===== src/rtl/light_bar_sequencer.sv =====
`default_nettype none
// +--------------------------------------------------------------------------+
// | light_bar_sequencer: prescaled one-hot light stepper with fwd/rev/ping-pong/hold |
// | rev 1.0                                                                  |
// +--------------------------------------------------------------------------+
module light_bar_sequencer #(
  parameter int NUM_LIGHTS = 4,
  parameter int TICK_DIV   = 500000000,
  parameter int IDX_W      = 4
) (
  input  logic                  clock,
  input  logic                  reset,
  input  logic                  switch,
  input  logic                  jump,
  input  logic [1:0]            mode,
  output logic [NUM_LIGHTS-1:0] enables,
  output logic [IDX_W-1:0]      state_idx,
  output logic                  step
);

  localparam int                  CNT_W     = $clog2(TICK_DIV);
  localparam logic [CNT_W-1:0]    CNT_LAST  = CNT_W'(TICK_DIV - 1);
  localparam logic [CNT_W-1:0]    CNT_ONE   = CNT_W'(1);
  localparam logic [IDX_W-1:0]    IDX_LAST  = IDX_W'(NUM_LIGHTS - 1);
  localparam logic [IDX_W-1:0]    IDX_ONE   = IDX_W'(1);
  localparam logic [NUM_LIGHTS-1:0] LIGHT0  = NUM_LIGHTS'(1);

  localparam logic [1:0] MODE_FWD  = 2'b00;
  localparam logic [1:0] MODE_REV  = 2'b01;
  localparam logic [1:0] MODE_PING = 2'b10;
  localparam logic [1:0] MODE_HOLD = 2'b11;

  localparam logic [0:0] DIR_UP    = 1'b0;
  localparam logic [0:0] DIR_DOWN  = 1'b1;

  logic [IDX_W-1:0] idx, idx_nxt;
  logic [0:0]       dir, dir_nxt;
  logic [CNT_W-1:0] cnt;
  logic             sync1, sync2, sync3;
  logic             jump_p, tick;

  assign jump_p = sync2 & ~sync3;
  assign tick   = switch & (cnt == CNT_LAST);

  always_comb begin
    idx_nxt = idx;
    dir_nxt = dir;
    case (mode)
      MODE_FWD: idx_nxt = (idx == IDX_LAST) ? '0 : idx + IDX_ONE;
      MODE_REV: idx_nxt = (idx == '0) ? IDX_LAST : idx - IDX_ONE;
      MODE_PING: begin
        if (dir == DIR_UP) begin
          if (idx < IDX_LAST) begin
            idx_nxt = idx + IDX_ONE;
          end else begin
            dir_nxt = DIR_DOWN;
            idx_nxt = idx - IDX_ONE;
          end
        end else begin
          if (idx > '0) begin
            idx_nxt = idx - IDX_ONE;
          end else begin
            dir_nxt = DIR_UP;
            idx_nxt = idx + IDX_ONE;
          end
        end
      end
      default: ;
    endcase
    // A single light has nowhere to go; keep the bounce arithmetic from wrapping.
    if (NUM_LIGHTS == 1) idx_nxt = '0;
  end

  always_ff @(posedge clock or negedge reset) begin
    if (!reset) begin
      idx   <= '0;
      dir   <= DIR_UP;
      cnt   <= '0;
      step  <= 1'b0;
      sync1 <= 1'b0;
      sync2 <= 1'b0;
      sync3 <= 1'b0;
    end else begin
      sync1 <= jump;
      sync2 <= sync1;
      sync3 <= sync2;
      step  <= 1'b0;
      if (jump_p && switch) begin
        idx  <= IDX_LAST;
        dir  <= DIR_DOWN;
        cnt  <= '0;
        step <= 1'b1;
      end else if (switch) begin
        cnt <= tick ? '0 : cnt + CNT_ONE;
        if (tick && (mode != MODE_HOLD)) begin
          idx  <= idx_nxt;
          dir  <= dir_nxt;
          step <= 1'b1;
        end
      end
    end
  end

  assign enables   = switch ? (LIGHT0 << idx) : '0;
  assign state_idx = idx;

endmodule
`default_nettype wire


===== config.mk =====
export PLATFORM = sky130hd
export DESIGN_NAME = light_bar_sequencer
export DESIGN_NICKNAME = d
export VERILOG_FILES = /design/src/rtl/light_bar_sequencer.sv
export SDC_FILE = /design/constraint.sdc
export NUM_CORES = 1
export LEC_CHECK = 0
export BUFFER_PORTS_ARGS = -buffer_cell sky130_fd_sc_hd__buf_2
export CAP_MARGIN = 10
export CORE_MARGIN = 5
export CORE_UTILIZATION = 55
export CTS_CLUSTER_DIAMETER = 50
export DETAILED_ROUTE_END_ITERATION = 7
export PLACE_DENSITY = 0.73
export RECOVER_POWER = 50
export SLEW_MARGIN = 20
export SYNTH_ARGS = -nofsm -noshare
export SYNTH_HDL_FRONTEND = slang
export SYNTH_SLANG_ARGS = --single-unit

===== constraint.sdc =====
create_clock -name clock -period 4.18 [get_ports clock]
set_input_delay 0 -clock clock [delete_from_list [all_inputs] [get_ports clock]]
set_output_delay 0 -clock clock [all_outputs]
set_load 0.05 [all_outputs]

==> results_dict.tcl, run 1 <==
set metrics [dict create \
    r2r_cells 7 \
    grt_max_degree 39 \
    first_pass_iters 4 \
    netSwitchingFraction_pct 24.9 \
    antenna_found_initial 0 \
    utilization_pct 63.2 \
    slew_viol_final 39 \
    fin_ws_ps 1810 \
    grt-busiest-layer "met2" \
    cp_cell_sequence "inv_1 > ha_1 > nor3b_1 > nor3_1 > a2111oi_0 > nor2_1 > a311o_1" \
    die-width_um 74.8 \
    crit_path_max_fanout 9 \
    grt_util_all_layers_pct 19.0 \
    ios 15 \
    p_clk_share_pct 38.7 \
    path_buf_inv 1 \
    crit_path_end_kind "flip-flop" \
    crit_path_max_incr_delay_ps 470 \
    clk_latency_ps 290 \
    synth.area.top_cells "dfrtp_1, xor2_1, nor2_1, nand4_1, ha_1" \
    drt_iter0_drc 216 \
    yosys.area.top_type_share_pct 41.2 \
    dieArea_um2 5590 \
    outcome "complete, but fails checks" \
    max_cap_violations 1 \
    area.growth.synth_to_final_pct 10.5 \
    layout_common_cells "dfrtp_1, nor2_1, xor2_1, nand4_1, nand2_1" \
    netSwitchingPower_mw 0.198 \
    grt-ovfl-total 0 \
    fin_nets 278 \
    critical_path.top_delay_family "compound AO/OA/AOI/OAI gates" \
    use_met2_pct 28.0 \
    grt_pass1_wl_mm 8.15 \
    synth_seq_cells 38 \
    core_area_um2 4030 \
    crit_cells 7 \
    start_util_pct 57.2 \
    synth_cell_types 53 \
    num_rows 23 \
    path_clk_slew_ps 80 \
    rsz0062_at_grt "no" \
    synthArstFlopShare_pct 100 \
    ir_drop_uv 235 \
    synth_area_um2 2310 \
    drc 0 \
    place_congestion 0.862 \
    syn_nets 263 \
    hold_violations 0 \
    crit_path_start_kind "flip-flop" \
    min_period_ps 2370 \
    antenna_cells 0 \
    synth-seq-area-share_pct 41.2 \
    final_common_cell "dfrtp_1" \
    die_height_um 74.8 \
    worstPathArrival_ps 2550 \
    grt_pass1_vias 1718 \
    vias_per_cell 5.73 \
    cts-root-buf "clkbuf_8" \
    slowest_stage "dfrtp_1" \
    design_area_um2 2550 \
    powerDensity_nw_per_um2 313 \
    yosysWarnings 0 \
    met1_usage_pct 26.9 \
    synth.avg_cell_area_um2 9.26 \
    synthFlopType "dfrtp_1" \
    ant_nets 0 \
    place_ws_ps 1880 \
    vias 1806 \
    hold_depth 3 \
    p_seq_share_pct 50.8 \
    wirelength_mm 4.58 \
    power_mw 0.797 \
    use_met3_pct 5.61 \
    worst_slew_pin_slew_ps 2000 \
    p_leak_nw 1.14 \
    fmax_mhz 422 \
    worstPathRequired_ps 4360 \
    setup_violations 0 \
    fin_setup_tns_ps 0 \
    cts_buffers 5 \
    period_share_pct 56.6 \
    violations "max-capacitance violations, max-slew violations" \
    synthCells 249 \
    io_buffers 14 \
    final_layout_size_suffix_gt1_share_pct 10.9 \
    cts_max_path_buffers 2 \
    dp_hpwl_mm 3.13 \
    avgRoutedWirePerCell_um 14.5 \
    cts_sinks 38 \
    p_int_mw 0.599 \
    worst_hold_path_type "primary input to flip-flop" \
    yosysTopAreaCell "dfrtp_1" \
    max_slew_margin_pct -33.1 \
    placed_area_um2 2420 \
    post_cts_buffers 0 \
    clock-skew-final_ps 6.18 \
    synth_edf_count 0 \
    htree_levels 2 \
    cts_tree "done" \
    critPathKind "flip-flop to flip-flop" \
    p_comb_share_pct 10.5 \
]
==> timing repair <==
item | in CTS | in global routing
hold buffers | 2 | 0
hold endpoints to repair | 39 | 0
resized for setup | 0 | 0
==> worst paths after layout <==
check                          endpoint  slack (ps)    startpoint
setup / recovery           state_idx[3]        1810  state_idx[0]
hold / removal                   cnt[1]          80        switch
setup reg to reg           state_idx[3]        1810  state_idx[0]
hold reg to reg                   sync2         350         sync1
max in group asynchronous       cnt[15]        2220         reset
min in group asynchronous         sync2         820         reset
==> power groups by stage <==
stage                     Clock, mW  Combinational, mW  Sequential (mW)
after floorplan                   0             0.0588            0.410
after global placement            0             0.0798            0.411
after detailed placement          0             0.0821            0.412
after CTS                     0.321             0.0840            0.405
after global routing          0.340             0.0973            0.409
final                         0.309             0.0835            0.405
==> cell type report <==
type	count	area (µm²)
Clock buffer	6	72.6
Timing Repair Buffer	17	95.1
Multi-Input combinational cell	188	1280
Tap cell	50	62.6
Sequential cell	38	951
Clock inverter	2	37.5
Fill cell	343	1480
Inverter	14	52.6
==> through the flow <==
| step | instances | hold slack [ps] |
|---|---|---|
| after CTS | 315 | 66.3 |
| after global placement | 305 | 110 |
| final | 315 | 81.4 |
| after detailed placement | 305 | 111 |
| after global routing | 315 | 73.1 |
| after floorplan | 249 | -296 |
==> synth_stat cells, types with 2 or more instances <==
cell type	n
dfrtp_1	38
nor2_1	35
xor2_1	20
nand4_1	19
nand2_1	18
inv_1	14
clkbuf_1	8
ha_1	8
nand3_1	7
nor3_1	7
xnor2_1	7
and2_1	6
o21ai_0	5
and3_1	4
and4_1	4
a211o_1	2
a211oi_1	2
a21o_1	2
a21oi_1	2
nand2b_1	2
nor2b_1	2
nor4b_4	2
o2111ai_1	2
o211ai_1	2
o31ai_1	2
or4_1	2
==> registers in the layout, indices dropped and copies added, names as in the netlist <==
signal     flops
sync3          1
state_idx      4
dir            1
cnt           29
sync1          1
sync2          1
step           1
==> layer usage <==
| layer | vias up | wire length [µm] |
|---|---|---|
| met3 | 6 | 201 |
| met2 | 41 | 2100 |
| met5 | - | 0 |
| met4 | 0 | 49 |
| li1 | 907 | - |
| met1 | 852 | 2230 |
==> cells by family after synthesis <==
| kind of cell | count (synthesis) | synth area share [%] |
|---|---|---|
| simple gates | 122 | 30.1 |
| flops | 38 | 41.2 |
| compound gates | 30 | 9.82 |
| mux | 1 | 0.488 |
| buf+inv | 23 | 3.80 |
| fa+ha+maj | 8 | 4.34 |
| xor+xnor | 27 | 10.3 |
==> worst reg2reg max path, stage by stage (launching register included) <==
cell and delay, ps:
dfrtp_1 470, inv_1 210, ha_1 230, nor3b_1 460, nor3_1 120, a2111oi_0 410, nor2_1 90, a311o_1 270
(Power assumes the default switching activity.)
==> run 2, diff against run 1 <==
==> constraint.sdc (replaced) <==
create_clock -name clock -period 2.3 [get_ports clock]
set_input_delay 0 -clock clock [delete_from_list [all_inputs] [get_ports clock]]
set_output_delay 0 -clock clock [all_outputs]
set_load 0.05 [all_outputs]
==> run 2 against run 1 <==
  * The run now ends clean
  * Wire length increased by 7.4%
  * Setup slack got worse by 1700 ps
  * Clock power grew 120%
  * Die area unchanged
  * Count of clock-buffer cells in the layout is 1 lower
  * Flip-flop and latch count did not move
  * Non-clock buffer count is 9 higher
  * Fmax is 9.9% higher
  * Via count rose by 4.4%
  * Critical path depth stayed put
  * Largest power group unchanged
==> results_dict.tcl, run 2 (same netlist as run 1, synthesis figures left out) <==
set metrics [dict create \
    die-width_um 74.8 \
    r2r_cells 7 \
    fmax_mhz 464 \
    fin_setup_tns_ps 0 \
    clk_latency_ps 300 \
    cts_sinks 38 \
    ant_nets 0 \
    rrSetupSlack_ps 150 \
    vias_per_cell 5.82 \
    period_share_pct 93.6 \
    whs_ps 86.8 \
    fin_cells 324 \
    antenna_cells 0 \
    powerDensity_nw_per_um2 595 \
    vias 1886 \
    dieArea_um2 5590 \
    final_common_cell "dfrtp_1" \
    dp_cells 314 \
    cts-root-buf "clkbuf_8" \
    ios 15 \
    start_util_pct 57.2 \
    largest_reg_flops 29 \
    cts_tree "done" \
    fillers 328 \
    slew_viol_final 0 \
    setup_violations 0 \
    p_leak_nw 1.22 \
    io_buffers 14 \
    htree_levels 2 \
    avgRoutedWirePerCell_um 15.2 \
    fin_nets 287 \
    layout.area.seq_um2 951 \
    whs_endpoint "cnt[1]" \
    regMostFlops "cnt" \
    drt_iter0_drc 128 \
    area.growth.synth_to_final_pct 15.1 \
    grt_pass1_wl_mm 8.40 \
    worst_slew_pin_slew_ps 923 \
    hold_depth 3 \
    drc 0 \
    multi_input_area_um2 1290 \
    crit_path_end_kind "flip-flop" \
    critPathKind "flip-flop to flip-flop" \
    antenna_found_initial 0 \
    min_period_ps 2150 \
    cts_max_path_buffers 2 \
    rr_endpoint "state_idx[3]" \
    die_height_um 74.8 \
    layout_common_cells "dfrtp_1, nor2_1, xor2_1, nand4_1, nand2_1" \
    place_congestion 0.880 \
    grt_pass1_vias 1801 \
    grt-ovfl-total 0 \
    grt_max_degree 39 \
    reg2reg_from "state_idx[0]" \
    cts_buffers 5 \
    crit_path_start_kind "flip-flop" \
    hold_violations 0 \
    worst_hold_path_type "primary input to flip-flop" \
    path_clk_slew_ps 70 \
    outcome "complete, no violations" \
    max_cap_violations 0 \
    wirelength_mm 4.92 \
    num_rows 23 \
    hold_start "switch" \
    dp_hpwl_mm 3.48 \
    clock-skew-final_ps 10.4 \
    core_area_um2 4030 \
    grt_util_all_layers_pct 19.8 \
    final_layout_size_suffix_gt1_share_pct 15.7 \
    worstPathRequired_ps 2480 \
    first_pass_iters 4 \
    worstPathArrival_ps 2340 \
    ir_drop_uv 565 \
    crit_path_max_fanout 6 \
    rsz0062_at_grt "no" \
    max_slew_margin_pct 38.4 \
]
[run 2: per-layer routing]
layer  wire, µm  track usage, %  vias to the layer above
li1           -               -                      928
met1       2340            27.2                      903
met2       2260            31.1                       46
met3        241            4.01                        9
met4         75            7.31                        0
met5          0               0                        -
[run 2: area by class of cell]
class	instances	area share (%)
clock inverter	3	2.59
clock buffer	5	2.59
inverter	14	1.98
sequential	38	35.8
timing repair buffer	26	6.18
multi-input combinational	188	48.5
tap	50	2.36
[run 2: worst max-delay path: stages (launching register included)]
cell and delay [ps]:
dfrtp_1 460, inv_1 110, ha_1 210, nor3b_2 390, nor3_1 110, a2111oi_0 380
nor2_1 110, a311o_1 270
[run 2: report_power, final]
group / internal [mW] / switching, mW
clock: 0.435 / 0.249
combinational: 0.0601 / 0.0980
sequential: 0.707 / 0.0305
total: 1.20 / 0.378
[run 2: how the worst max path moves through the flow]
stage / start / endpoint / slack, ps / depth (start not counted)
floorplan: state_idx[0] / state_idx[3] / 2 / 7
global placement: cnt[21] / state_idx[0] / 170 / 5
detailed placement: cnt[9] / state_idx[0] / 120 / 5
CTS: cnt[9] / state_idx[0] / 100 / 5
global route: state_idx[0] / state_idx[3] / 40 / 7
finish: state_idx[0] / state_idx[3] / 150 / 7
[run 2: what timing repair did]
| item | in CTS | in global routing |
|---|---|---|
| gates resized for setup | 0 | 2 |
| hold buffers | 2 | 0 |
| hold endpoints to repair | 39 | 0 |
| endpoints found under the setup margin | 0 | 1 |
| buffers inserted | 0 | 0 |
[run 2: stage by stage]
stage	setup WS [ps]	area (µm²)	util, %	power (mW)
5_1_grt	35.8	2650	65.9	1.64
3_3_place_gp	172	2490	61.9	0.895
4_1_cts	103	2650	65.8	1.59
3_5_place_dp	123	2490	61.9	0.903
2_1_floorplan	2.39	2310	-	0.852
6_report	147	2650	65.9	1.58
==> run 3, diff against run 2 <==
--- a/config.mk
+++ b/config.mk
@@ -7,6 +7,7 @@
 export LEC_CHECK = 0
 export BUFFER_PORTS_ARGS = -buffer_cell sky130_fd_sc_hd__buf_2
 export CAP_MARGIN = 10
+export CORE_ASPECT_RATIO = 1.2
 export CORE_MARGIN = 5
 export CORE_UTILIZATION = 55
 export CTS_CLUSTER_DIAMETER = 50
==> run 3 against run 2 <==
  * First-iteration DRC count shrank 24%
  * Count of clock-buffer cells in the layout is 1 higher
  * Setup slack lost 27 ps
  * Global-route usage fell by 0.24 points
  * Final cell count grew 1.5%
  * Sequential share of layout area grew 0.26 points
  * Die area barely moved
  * Critical path depth is 2 lower
  * Clock power decreased by 19%
==> results_dict.tcl, run 3 (same netlist as run 1, synthesis figures left out) <==
set metrics [dict create \
    setup_violations 0 \
    first_pass_iters 4 \
    io_buffers 14 \
    grt_pass1_vias 1960 \
    grt_util_all_layers_pct 19.6 \
    design_area_um2 2640 \
    slowest_stage "or4_1" \
    cts-root-buf "clkbuf_8" \
    period_share_pct 94.8 \
    max_cap_violations 0 \
    p_leak_nw 1.20 \
    ir_drop_uv 427 \
    cts_buffers 5 \
    whs_ps 119 \
    fin_ws_ps 120 \
    fin_setup_tns_ps 0 \
    core_area_um2 4000 \
    hold_violations 0 \
    largest_reg_flops 29 \
    crit_path_end_kind "flip-flop" \
    htree_levels 2 \
    worstPathArrival_ps 2360 \
    worstPathRequired_ps 2480 \
    rsz0062_at_grt "no" \
    antenna_cells 0 \
    crit_path_max_incr_delay_ps 650 \
    power_mw 1.45 \
    fmax_mhz 459 \
    final_layout_size_suffix_gt1_share_pct 14.9 \
    critPathKind "flip-flop to flip-flop" \
    num_rows 25 \
    wirelength_mm 5.08 \
    die_height_um 80.9 \
    ios 15 \
    crit_path_start_kind "flip-flop" \
    max_slew_margin_pct 38.8 \
    fillers 360 \
    regMostFlops "cnt" \
    final_common_cell "dfrtp_1" \
    fin_nets 288 \
    outcome "complete, no violations" \
    grt_pass1_wl_mm 8.85 \
    grt-ovfl-total 0 \
    fin_cells 329 \
    placed_area_um2 2500 \
    place_ws_ps 136 \
    dieArea_um2 5590 \
    powerDensity_nw_per_um2 551 \
    vias_per_cell 5.70 \
    vias 1875 \
    clk_latency_ps 290 \
    die-width_um 69.1 \
    layout_common_cells "dfrtp_1, nor2_1, xor2_1, nand4_1, nand2_1" \
    cts_max_path_buffers 2 \
    hold_depth 3 \
    ant_nets 0 \
    crit_path_max_fanout 6 \
    path_clk_slew_ps 80 \
    clock-skew-final_ps 7.00 \
    drc 0 \
    drt_iter0_drc 97 \
    avgRoutedWirePerCell_um 15.5 \
    antenna_found_initial 0 \
    cp_cell_sequence "nor4b_4 > nand4b_2 > or4_1 > a211o_1 > a21o_1" \
    dp_cells 319 \
    post_cts_buffers 0 \
    dp_hpwl_mm 3.71 \
    worst_hold_path_type "primary input to flip-flop" \
    grt_max_degree 39 \
    utilization_pct 65.8 \
    r2r_cells 5 \
    worst_slew_pin_slew_ps 919 \
    cts_tree "done" \
    min_period_ps 2180 \
    place_congestion 0.830 \
    cts_sinks 38 \
    area.growth.synth_to_final_pct 14.3 \
    start_util_pct 57.6 \
    slew_viol_final 0 \
]
==> run 3: final cells by class <==
type / instances / area, µm² / area share [%]
Sequential cell: 38 / 951 / 36.1
Clock inverter: 2 / 37.5 / 1.42
Multi-Input combinational cell: 188 / 1280 / 48.7
Clock buffer: 6 / 72.6 / 2.75
Timing Repair Buffer: 27 / 171 / 6.51
Inverter: 14 / 52.6 / 1.99
Tap cell: 54 / 67.6 / 2.56
==> run 3: report_power, final <==
part	total [mW]	switching (mW)	internal (mW)
Clock	0.553	0.230	0.323
Sequential	0.738	0.0315	0.707
Combinational	0.160	0.0958	0.0640
==> run 3: critical path: cells and delay by family (launching register included) <==
kind | cells | cell delay, ps
AND/OR/NAND/NOR | 3 | 1190
AO/OA/AOI/OAI | 2 | 440
flip-flops | 1 | 440
==> run 3: metal layers <==
layer | GRT usage, % | routed length, µm
met5 | 0 | 0
met3 | 4.08 | 154
met4 | 7.81 | 34
met2 | 36.6 | 2660
met1 | 21.7 | 2230
==> run 3: final timing paths <==
path | slack [ps] | start | endpoint
worst max-delay path | 120 | cnt[21] | state_idx[0]
max in group asynchronous | 1350 | reset | cnt[19]
min in group asynchronous | 370 | reset | cnt[0]
worst min register to register | 350 | sync1 | sync2
worst max register to register | 120 | cnt[21] | state_idx[0]
worst min-delay path | 120 | switch | cnt[1]
==> run 3: timing repair <==
item	in CTS	in global routing
gates resized for setup	0	1
hold buffers	2	0
setup endpoints to repair	0	1
hold endpoints to repair	39	0
